[config.mk]
export PLATFORM = sky130hd
export DESIGN_NAME = ahb_sram_slave
export DESIGN_NICKNAME = d
export VERILOG_FILES = /design/src/rtl/ahb_sram_slave_pkg.sv /design/src/rtl/ahb_sram_slave_strobe.sv /design/src/rtl/ahb_sram_slave.sv
export SDC_FILE = /design/constraint.sdc
export NUM_CORES = 1
export LEC_CHECK = 0
export ABC_AREA = 1
export CAP_MARGIN = 25
export CORE_MARGIN = 3
export CORE_UTILIZATION = 26
export DETAILED_ROUTE_END_ITERATION = 10
export PLACE_DENSITY = 0.77
export SLEW_MARGIN = 15
export SYNTH_ARGS = -nofsm -noshare
export SYNTH_HDL_FRONTEND = slang
export SYNTH_SLANG_ARGS = --single-unit
[constraint.sdc]
create_clock -name clk -period 1.5 [get_ports clk]
set_input_delay 0.15 -clock clk [delete_from_list [all_inputs] [get_ports clk]]
set_output_delay 0.15 -clock clk [all_outputs]
set_load 0.01 [all_outputs]
[src/rtl/ahb_sram_slave_pkg.sv]
// rtl/ahb_sram_slave_pkg.sv - shared AHB bus widths, transfer codes and slave state encodings
//
// Bus-width macros are shared with the master interfaces; the package carries
// the HTRANS/HSIZE/HRESP codes and the slave FSM state constants.
`ifndef HADDR_BUS
`define HADDR_BUS 31:0
`endif
`ifndef HDATA_BUS
`define HDATA_BUS 31:0
`endif

package ahb_sram_slave_pkg;
  localparam logic [1:0] HTRANS_NONSEQ = 2'b10;
  localparam logic [1:0] HTRANS_SEQ    = 2'b11;

  localparam logic [2:0] HSIZE_BYTE = 3'b000;
  localparam logic [2:0] HSIZE_HALF = 3'b001;
  localparam logic [2:0] HSIZE_WORD = 3'b010;

  localparam logic HRESP_OKAY  = 1'b0;
  localparam logic HRESP_ERROR = 1'b1;

  localparam logic [2:0] ST_IDLE = 3'd0;
  localparam logic [2:0] ST_WR   = 3'd1;
  localparam logic [2:0] ST_RD   = 3'd2;
  localparam logic [2:0] ST_ERR1 = 3'd3;
  localparam logic [2:0] ST_ERR2 = 3'd4;
endpackage

[src/rtl/ahb_sram_slave_strobe.sv]
// rtl/ahb_sram_slave_strobe.sv - little-endian byte-lane enables and alignment check
//
// Ports:
//   hsize - AHB transfer size
//   addr  - low two bits of the byte address
//   be    - byte enables, bit i = byte lane i
//   err   - unsupported size or misaligned transfer
module ahb_byte_strobe
  import ahb_sram_slave_pkg::*;
(
  input  logic [2:0] hsize,
  input  logic [1:0] addr,
  output logic [3:0] be,
  output logic       err
);

  always_comb begin
    be  = 4'b0000;
    err = 1'b0;
    case (hsize)
      HSIZE_BYTE: be = 4'b0001 << addr;
      HSIZE_HALF: begin
        be  = addr[1] ? 4'b1100 : 4'b0011;
        err = addr[0];
      end
      HSIZE_WORD: begin
        be  = 4'b1111;
        err = (addr != 2'b00);
      end
      default: err = 1'b1;
    endcase
  end

endmodule

[src/rtl/ahb_sram_slave.sv]
// rtl/ahb_sram_slave.sv - AHB-Lite responder fronting a 1-cycle-latency single-port SRAM
//
// Ports:
//   clk, rst_n            - clock, asynchronous active-low reset
//   slv_h*_i              - AHB-Lite address/data phase inputs (hburst/hprot ignored)
//   slv_hreadyout_o       - slave ready, slv_hresp_o - OKAY/ERROR, slv_hrdata_o - read data
//   ram_ce/we/be/addr/wdata_o - SRAM request, ram_rdata_i - SRAM data one cycle after a read
//
// Every SRAM access is issued from the data phase, so an address phase that
// overlaps a previous data phase never competes for the SRAM port.
module ahb_sram_slave
  import ahb_sram_slave_pkg::*;
#(
  parameter int RAM_AW      = 12,
  parameter int WAIT_STATES = 0
) (
  input  logic                clk,
  input  logic                rst_n,
  input  logic                slv_hsel_i,
  input  logic [1:0]          slv_htrans_i,
  input  logic [`HADDR_BUS]   slv_haddr_i,
  input  logic                slv_hwrite_i,
  input  logic [2:0]          slv_hsize_i,
  input  logic [2:0]          slv_hburst_i,
  input  logic [3:0]          slv_hprot_i,
  input  logic [`HDATA_BUS]   slv_hwdata_i,
  input  logic                slv_hready_i,
  output logic                slv_hreadyout_o,
  output logic                slv_hresp_o,
  output logic [`HDATA_BUS]   slv_hrdata_o,
  output logic                ram_ce_o,
  output logic                ram_we_o,
  output logic [3:0]          ram_be_o,
  output logic [RAM_AW-1:0]   ram_addr_o,
  output logic [31:0]         ram_wdata_o,
  input  logic [31:0]         ram_rdata_i
);

  // The counter carries one spare bit so the extra read-data cycle still
  // fits when WAIT_STATES is at its maximum of 7.
  localparam logic [3:0] CNT_LAST  = 4'(WAIT_STATES);
  localparam logic [3:0] CNT_RDATA = 4'(WAIT_STATES + 1);

  logic [2:0]        state;
  logic [3:0]        cnt;
  logic [RAM_AW-1:0] addr_l;
  logic [3:0]        be_l;
  logic [3:0]        be_s;
  logic              err_s;
  logic              accept;
  logic              done;
  logic              wr_go;
  logic              rd_go;
  logic              rd_data;

  // Only the word index and byte offset matter; range decode lives in the fabric.
  logic unused_inputs;
  assign unused_inputs = ^{slv_hburst_i, slv_hprot_i, slv_haddr_i[31:RAM_AW+2]};

  ahb_byte_strobe u_strobe (
    .hsize (slv_hsize_i),
    .addr  (slv_haddr_i[1:0]),
    .be    (be_s),
    .err   (err_s)
  );

  assign accept = slv_hsel_i & slv_hready_i &
                  ((slv_htrans_i == HTRANS_NONSEQ) | (slv_htrans_i == HTRANS_SEQ));

  // done marks the last cycle of the current data phase (hreadyout high).
  always_comb begin
    done = 1'b1;
    case (state)
      ST_WR:   done = (cnt == CNT_LAST);
      ST_RD:   done = (cnt == CNT_RDATA);
      ST_ERR1: done = 1'b0;
      default: done = 1'b1;
    endcase
  end

  always_ff @(posedge clk or negedge rst_n) begin
    if (!rst_n) begin
      state  <= ST_IDLE;
      cnt    <= 4'd0;
      addr_l <= '0;
      be_l   <= 4'b0000;
    end else if (done) begin
      if (accept) begin
        cnt    <= 4'd0;
        addr_l <= slv_haddr_i[RAM_AW+1:2];
        be_l   <= be_s;
        state  <= err_s ? ST_ERR1 : (slv_hwrite_i ? ST_WR : ST_RD);
      end else begin
        state <= ST_IDLE;
      end
    end else if (state == ST_ERR1) begin
      state <= ST_ERR2;
    end else begin
      cnt <= cnt + 4'd1;
    end
  end

  assign wr_go   = (state == ST_WR) && (cnt == CNT_LAST);
  assign rd_go   = (state == ST_RD) && (cnt == CNT_LAST);
  assign rd_data = (state == ST_RD) && (cnt == CNT_RDATA);

  // SRAM request signals are zero outside an access so reset clears them at once.
  assign slv_hreadyout_o = done;
  assign slv_hresp_o     = ((state == ST_ERR1) || (state == ST_ERR2)) ? HRESP_ERROR : HRESP_OKAY;
  assign slv_hrdata_o    = rd_data ? ram_rdata_i : 32'h0;
  assign ram_ce_o        = wr_go | rd_go;
  assign ram_we_o        = wr_go;
  assign ram_be_o        = wr_go ? be_l : 4'b0000;
  assign ram_addr_o      = (wr_go | rd_go) ? addr_l : '0;
  assign ram_wdata_o     = wr_go ? slv_hwdata_i : 32'h0;

endmodule

### Word level (Yosys, flattened, before mapping)

Index checks and enable logic that the tools add are counted.

* $add $sub $neg: 1
* eq/ne operators: 11
* shift operators: 1
* mux-type cells: 17
* bitwise logic cells: 4
* reductions and logical operators: 10

Operators by type and width (number)
* $mux W32: 2
* $mux W4: 5
* $mux W12: 1
* $pmux W4 S3: 1
* $eq A3 B2 Y1 const B: 3
* $eq A3 B1 Y1 const B: 2
* $mux W2: 3
* $mux W3: 2
* $pmux W1 S3: 2
* $add A4 B1 Y4 const B: 1
* $eq A2 B2 Y1 const B: 2
* $eq A4 B1 Y1 const B: 1
* $logic_not A4 Y1: 1
* $reduce_and A2 Y1: 2
* $reduce_bool A2 Y1: 2
* $shl A1 B2 Y4 const A: 1
* $eq A3 B3 Y1 const B: 1
* $logic_and A1 B1 Y1: 3
* $logic_not A3 Y1: 1
* $and A1 B1 Y1: 2
* $ne A2 B1 Y1 const B: 1
* $ne A2 B2 Y1 const B: 1
* $or A1 B1 Y1: 2
* $logic_or A1 B1 Y1: 1
* $mux W1: 1

* bits in registers: 23
* output and inout bits: 84
* logic and storage cells: 48

### Depth between registers and ports, before layout

* depth in word-level cells: 5
* gate-level depth with buffers: 11
* gate-level depth less buffers: 10

### Modules after synthesis

A second synthesis with hierarchy kept.

* cells, all modules: 331
* area, all modules: 1864.3 µm²

Modules (own cells, without submodules)
* ahb_sram_slave: instances 1, cells each 305, area an instance 1746.7 µm², sequential area each 575.6 µm²
* ahb_byte_strobe: instances 1, cells each 26, area an instance 117.6 µm², sequential area each 0.0 µm²

### Least setup slack after synthesis

OpenSTA, ideal clock, no wires.

* path kind: register -> register
* from: register cnt[0]
* to: register cnt[2]
* setup time: 0.117 ns
* arrival time: 1.381 ns
* required time: 1.383 ns
* slack: 0.002 ns
* cell stages (with the launch flop): 11
* buffers on the path: 1
* period minus slack after synthesis: 1.498 ns
* path through: dfrtp_1 > inv_1 > ha_1 > inv_1 > nor2_2 > nand2_4 > nand3_4 > nand2_4 > buf_4 > nand3_1 > nand2_1

* word-level cells in the longest chain between the ends: 4

RTL lines
* from (decl): RTL line ahb_sram_slave.sv:45 `logic [3:0] cnt;`
* from (signal assigned): RTL line ahb_sram_slave.sv:99 `cnt <= cnt + 4'd1;`
* $eq A4 B1 Y1 / $logic_not A4 Y1 (equally long branches): RTL line ahb_sram_slave.sv:75, ahb_sram_slave.sv:74
* $pmux W1 S3 (*): RTL line ahb_sram_slave.sv:73 `case (state)`
* net slv_hreadyout_o: RTL line ahb_sram_slave.sv:28 `output logic slv_hreadyout_o,`
* $ne A2 B1 Y1 (no source line) / $ne A2 B2 Y1 (equally long branches)
* $reduce_and A2 Y1 (no source line)

Mark *: on every way through the listed nets, which the timed path passes. The rest lies on a longest branch. The select of a mux whose other input is x is not followed.
A chain may end at the register's enable or synchronous reset.

### Final worst setup path

* from: register cnt[0]
* to: output ram_wdata_o[25]

* word-level cells in the longest chain between the ends: 3

RTL lines
* $logic_not A4 Y1: RTL line ahb_sram_slave.sv:103 `assign wr_go = (state == ST_WR) && (cnt == CNT_LAST);`
* $logic_and A1 B1 Y1: RTL line ahb_sram_slave.sv:103
* $mux W32: RTL line ahb_sram_slave.sv:115 `assign ram_wdata_o = wr_go ? slv_hwdata_i : 32'h0;`
* to (decl): RTL line ahb_sram_slave.sv:35 `output logic [31:0] ram_wdata_o,`

Every way passes these cells.

==> impl_results.md <==
- Area of the core: 6910 µm²
- # fillers: 475
- Setup crit start kind: flop
- Critical path peak fanout: 6
- Seq pwr share: 17.0%
- Root Buffer: clkbuf_8
- Pins over their slew limit: 0
- Die Area: 8260 µm²
- Register area share after synthesis: 30.7%
- Arrival time worst endpoint: 1760 ps
- IO Pins: 197
- # DRC: 0
- Hold Vio Cnt, Final: 0
- Reg2Reg Setup Slack: -310 ps
- Pint: 3330 µW
- PD cells: 1200 nW/µm²
- Antenna viol nets, final: 0
- Reg2Reg Depth: 13
- Final hold slack: 208 ps
- Hpwl dp: 6000 µm
- Initial core utilization: 27.1%
- H-tree level count: 1
- Netlist cell types: 24
- CP Cell Sequence: inv_2 -> ha_4 -> inv_2 -> nor2_4 -> buf_12 -> nand2_8 -> buf_12 -> nor2_4 -> buf_6
- DR pass1 iterations: 4
- R2r startpoint: cnt[0]$_DFFE_PN0P_
- Crit Reg-Reg Endpoint: addr_l[3]$_DFFE_PN0P_
- Most common cell after layout, fill and taps aside: inv_1
- 1st-iter DRT viols: 129
- Most frequent cells in the layout: inv_1 (93), clkdlybuf4s50_1 (86), buf_6 (68)
- WS Path Type: reg2out
- RSZ-0062 raised after global routing: yes
- Slew @ Worst Pin: 419 ps
- Logic gate share of total power: 76.1%
- Largest net degree at the start of global routing: 24
- CP required: 1350 ps
- DR WL/cell: 16.2 µm
- TritonCTS clock tree: done
- Relative slew slack: 71.9%
- Total net switching power: 2760 µW
- First-pass GRT wire length: 14600 µm
- CTS buffer count: 3
- Drt total wl: 10500 µm
- Hold Buf Count CTS: 0
- Post-Syn Area per Cell: 5.68 µm²
- GPL Wtd Cong: 0.805
- Synthesized area: 1870 µm²
- Layout cell share with drive strength beyond 1: 48.9%
- Failing checks: negative setup slack
- Slowest CP cell: dfrtp_1
- Clock Power Share: 6.9%
- # nets final: 673
- CP max stage delay: 410 ps
- Vias per std cell: 4.49
- Initial antenna violation count: 0
- Post-route clock period utilization: 127%
- Antenna cell count: 0
- Clock Pin Slew Worst Setup and Hold Paths: 100 ps
- Area delta synth->final: 170%
- Flops & latches, synth: 23
- I/O Buffers: 170
- Row count: 30
- Clk sinks: 23
- Post-route setup TNS: -30960 ps
- Synthesis warning total: 0
- Post-place setup slack: -471 ps
- Fmax: 525 MHz
- Leak: 0.00260 µW
- Post-Synthesis Cells: 330
- Final setup margin: -405 ps
- Die H: 90.9 µm
- Tmin final: 1910 ps
- CP endpoint kind: primary output
- Clock Skew: 17.1 ps
- Final Core Density: 73.3%
- Total GRT Usage: 22.0%
- Clk_lat worst skew: 290 ps
- Setup violators final: 105
- Max_cap viols: 0
- Net Count, Synth: 446
- Peak VDD IR: 575 µV
- Status: complete, but fails checks
- Die outline width: 90.9 µm
- Vias: 2926
- Grt ovf: 0
- Clock Tree Buf Depth: 2
- Switching Share: 45.3%
- Vias in the first global route: 2877
- HP Class: in2async
-- per-layer routing --
metal | global-route usage (%) | part of all wire [%] | vias up
met2 | 42.7 | 55 | 119
li1 | - | - | 1384
met3 | 3.50 | 5.5 | 22
met4 | 6.53 | 2.5 | 0
met5 | 0 | 0 | -
met1 | 24.2 | 37 | 1401
-- cells by family after synthesis --
group,after synthesis,synth area share [%]
XOR/XNOR,2,0.935
adder cells (fa/ha/maj),3,2.00
AO/OA/AOI/OAI,8,2.27
buffers and inverters,111,23.5
flip-flops,23,30.7
AND/OR/NAND/NOR,183,40.5
-- metrics by stage --
stage	area, µm²	std cells	total power (µW)
finish	5060	652	6090
global route	5060	652	6410
CTS	4470	654	5230
detailed placement	3790	605	3370
global placement	3790	605	3290
floorplan	1870	330	2130
-- how the worst max path moves through the flow --
stage / startpoint / to / cells past startpoint
CTS: cnt[1]$_DFFE_PN0P_ / slv_hrdata_o[12] / 9
finish: cnt[0]$_DFFE_PN0P_ / ram_wdata_o[25] / 9
detailed placement: cnt[1]$_DFFE_PN0P_ / ram_wdata_o[11] / 7
global route: cnt[1]$_DFFE_PN0P_ / ram_wdata_o[25] / 9
global placement: cnt[0]$_DFFE_PN0P_ / ram_be_o[2] / 7
floorplan: cnt[0]$_DFFE_PN0P_ / cnt[2]$_DFFE_PN0P_ / 10
-- power groups by stage --
stage               Clock, µW  Combinational (µW)  Sequential, µW
CTS                       392                3820            1010
floorplan                   0                1120            1010
global placement            0                2280            1010
detailed placement          0                2350            1020
finish                    418                4630            1040
global route              433                4920            1060
-- flip-flops by register name, indices dropped and copies added (netlist names) --
signal	flops
cnt	4
be_l	4
state	3
addr_l	12
-- worst max-delay path: cells and delay by family (launching register included) --
| kind | cells | cell delay [ps] |
|---|---|---|
| flip-flops | 1 | 410 |
| AND/OR/NAND/NOR | 3 | 340 |
| buffers and inverters | 5 | 580 |
| adder cells (fa/ha/maj) | 1 | 140 |
-- cells in the mapped netlist (all sizes together) --
library cell  count  share of area [%]
dfrtp            23                 31
nor2             92                 19
o21ai             6                1.6
and3              1               0.33
nand4             5                1.7
clkbuf            3               0.60
xor2              1               0.47
nand3            15                4.9
a21oi             1               0.27
buf               8                2.7
inv             100                 20
nand2            69                 15
nor3              1               0.27
ha                3                2.0
o211ai            1               0.40
xnor2             1               0.47
-- repair_timing --
action | 4_1_cts | 5_1_grt
setup buffers | 36 | 4
endpoints found under the setup margin | 106 | 106
pin swaps | 14 | 21
resized for setup | 479 | 151
cloned | 11 | 1
-- cell type report --
type                       count  area [µm²]  share of cell area (%)
timing repair inverter         1        16.3                   0.321
timing repair buffer         226        2260                    44.7
multi-input combinational    202        1650                    32.6
tap                           96         120                    2.37
sequential                    23         576                    11.4
inverter                     100         390                    7.72
clock buffer                   3        41.3                   0.816
clock inverter                 1        5.00                  0.0989
Power figures use the tool's default switching activity.
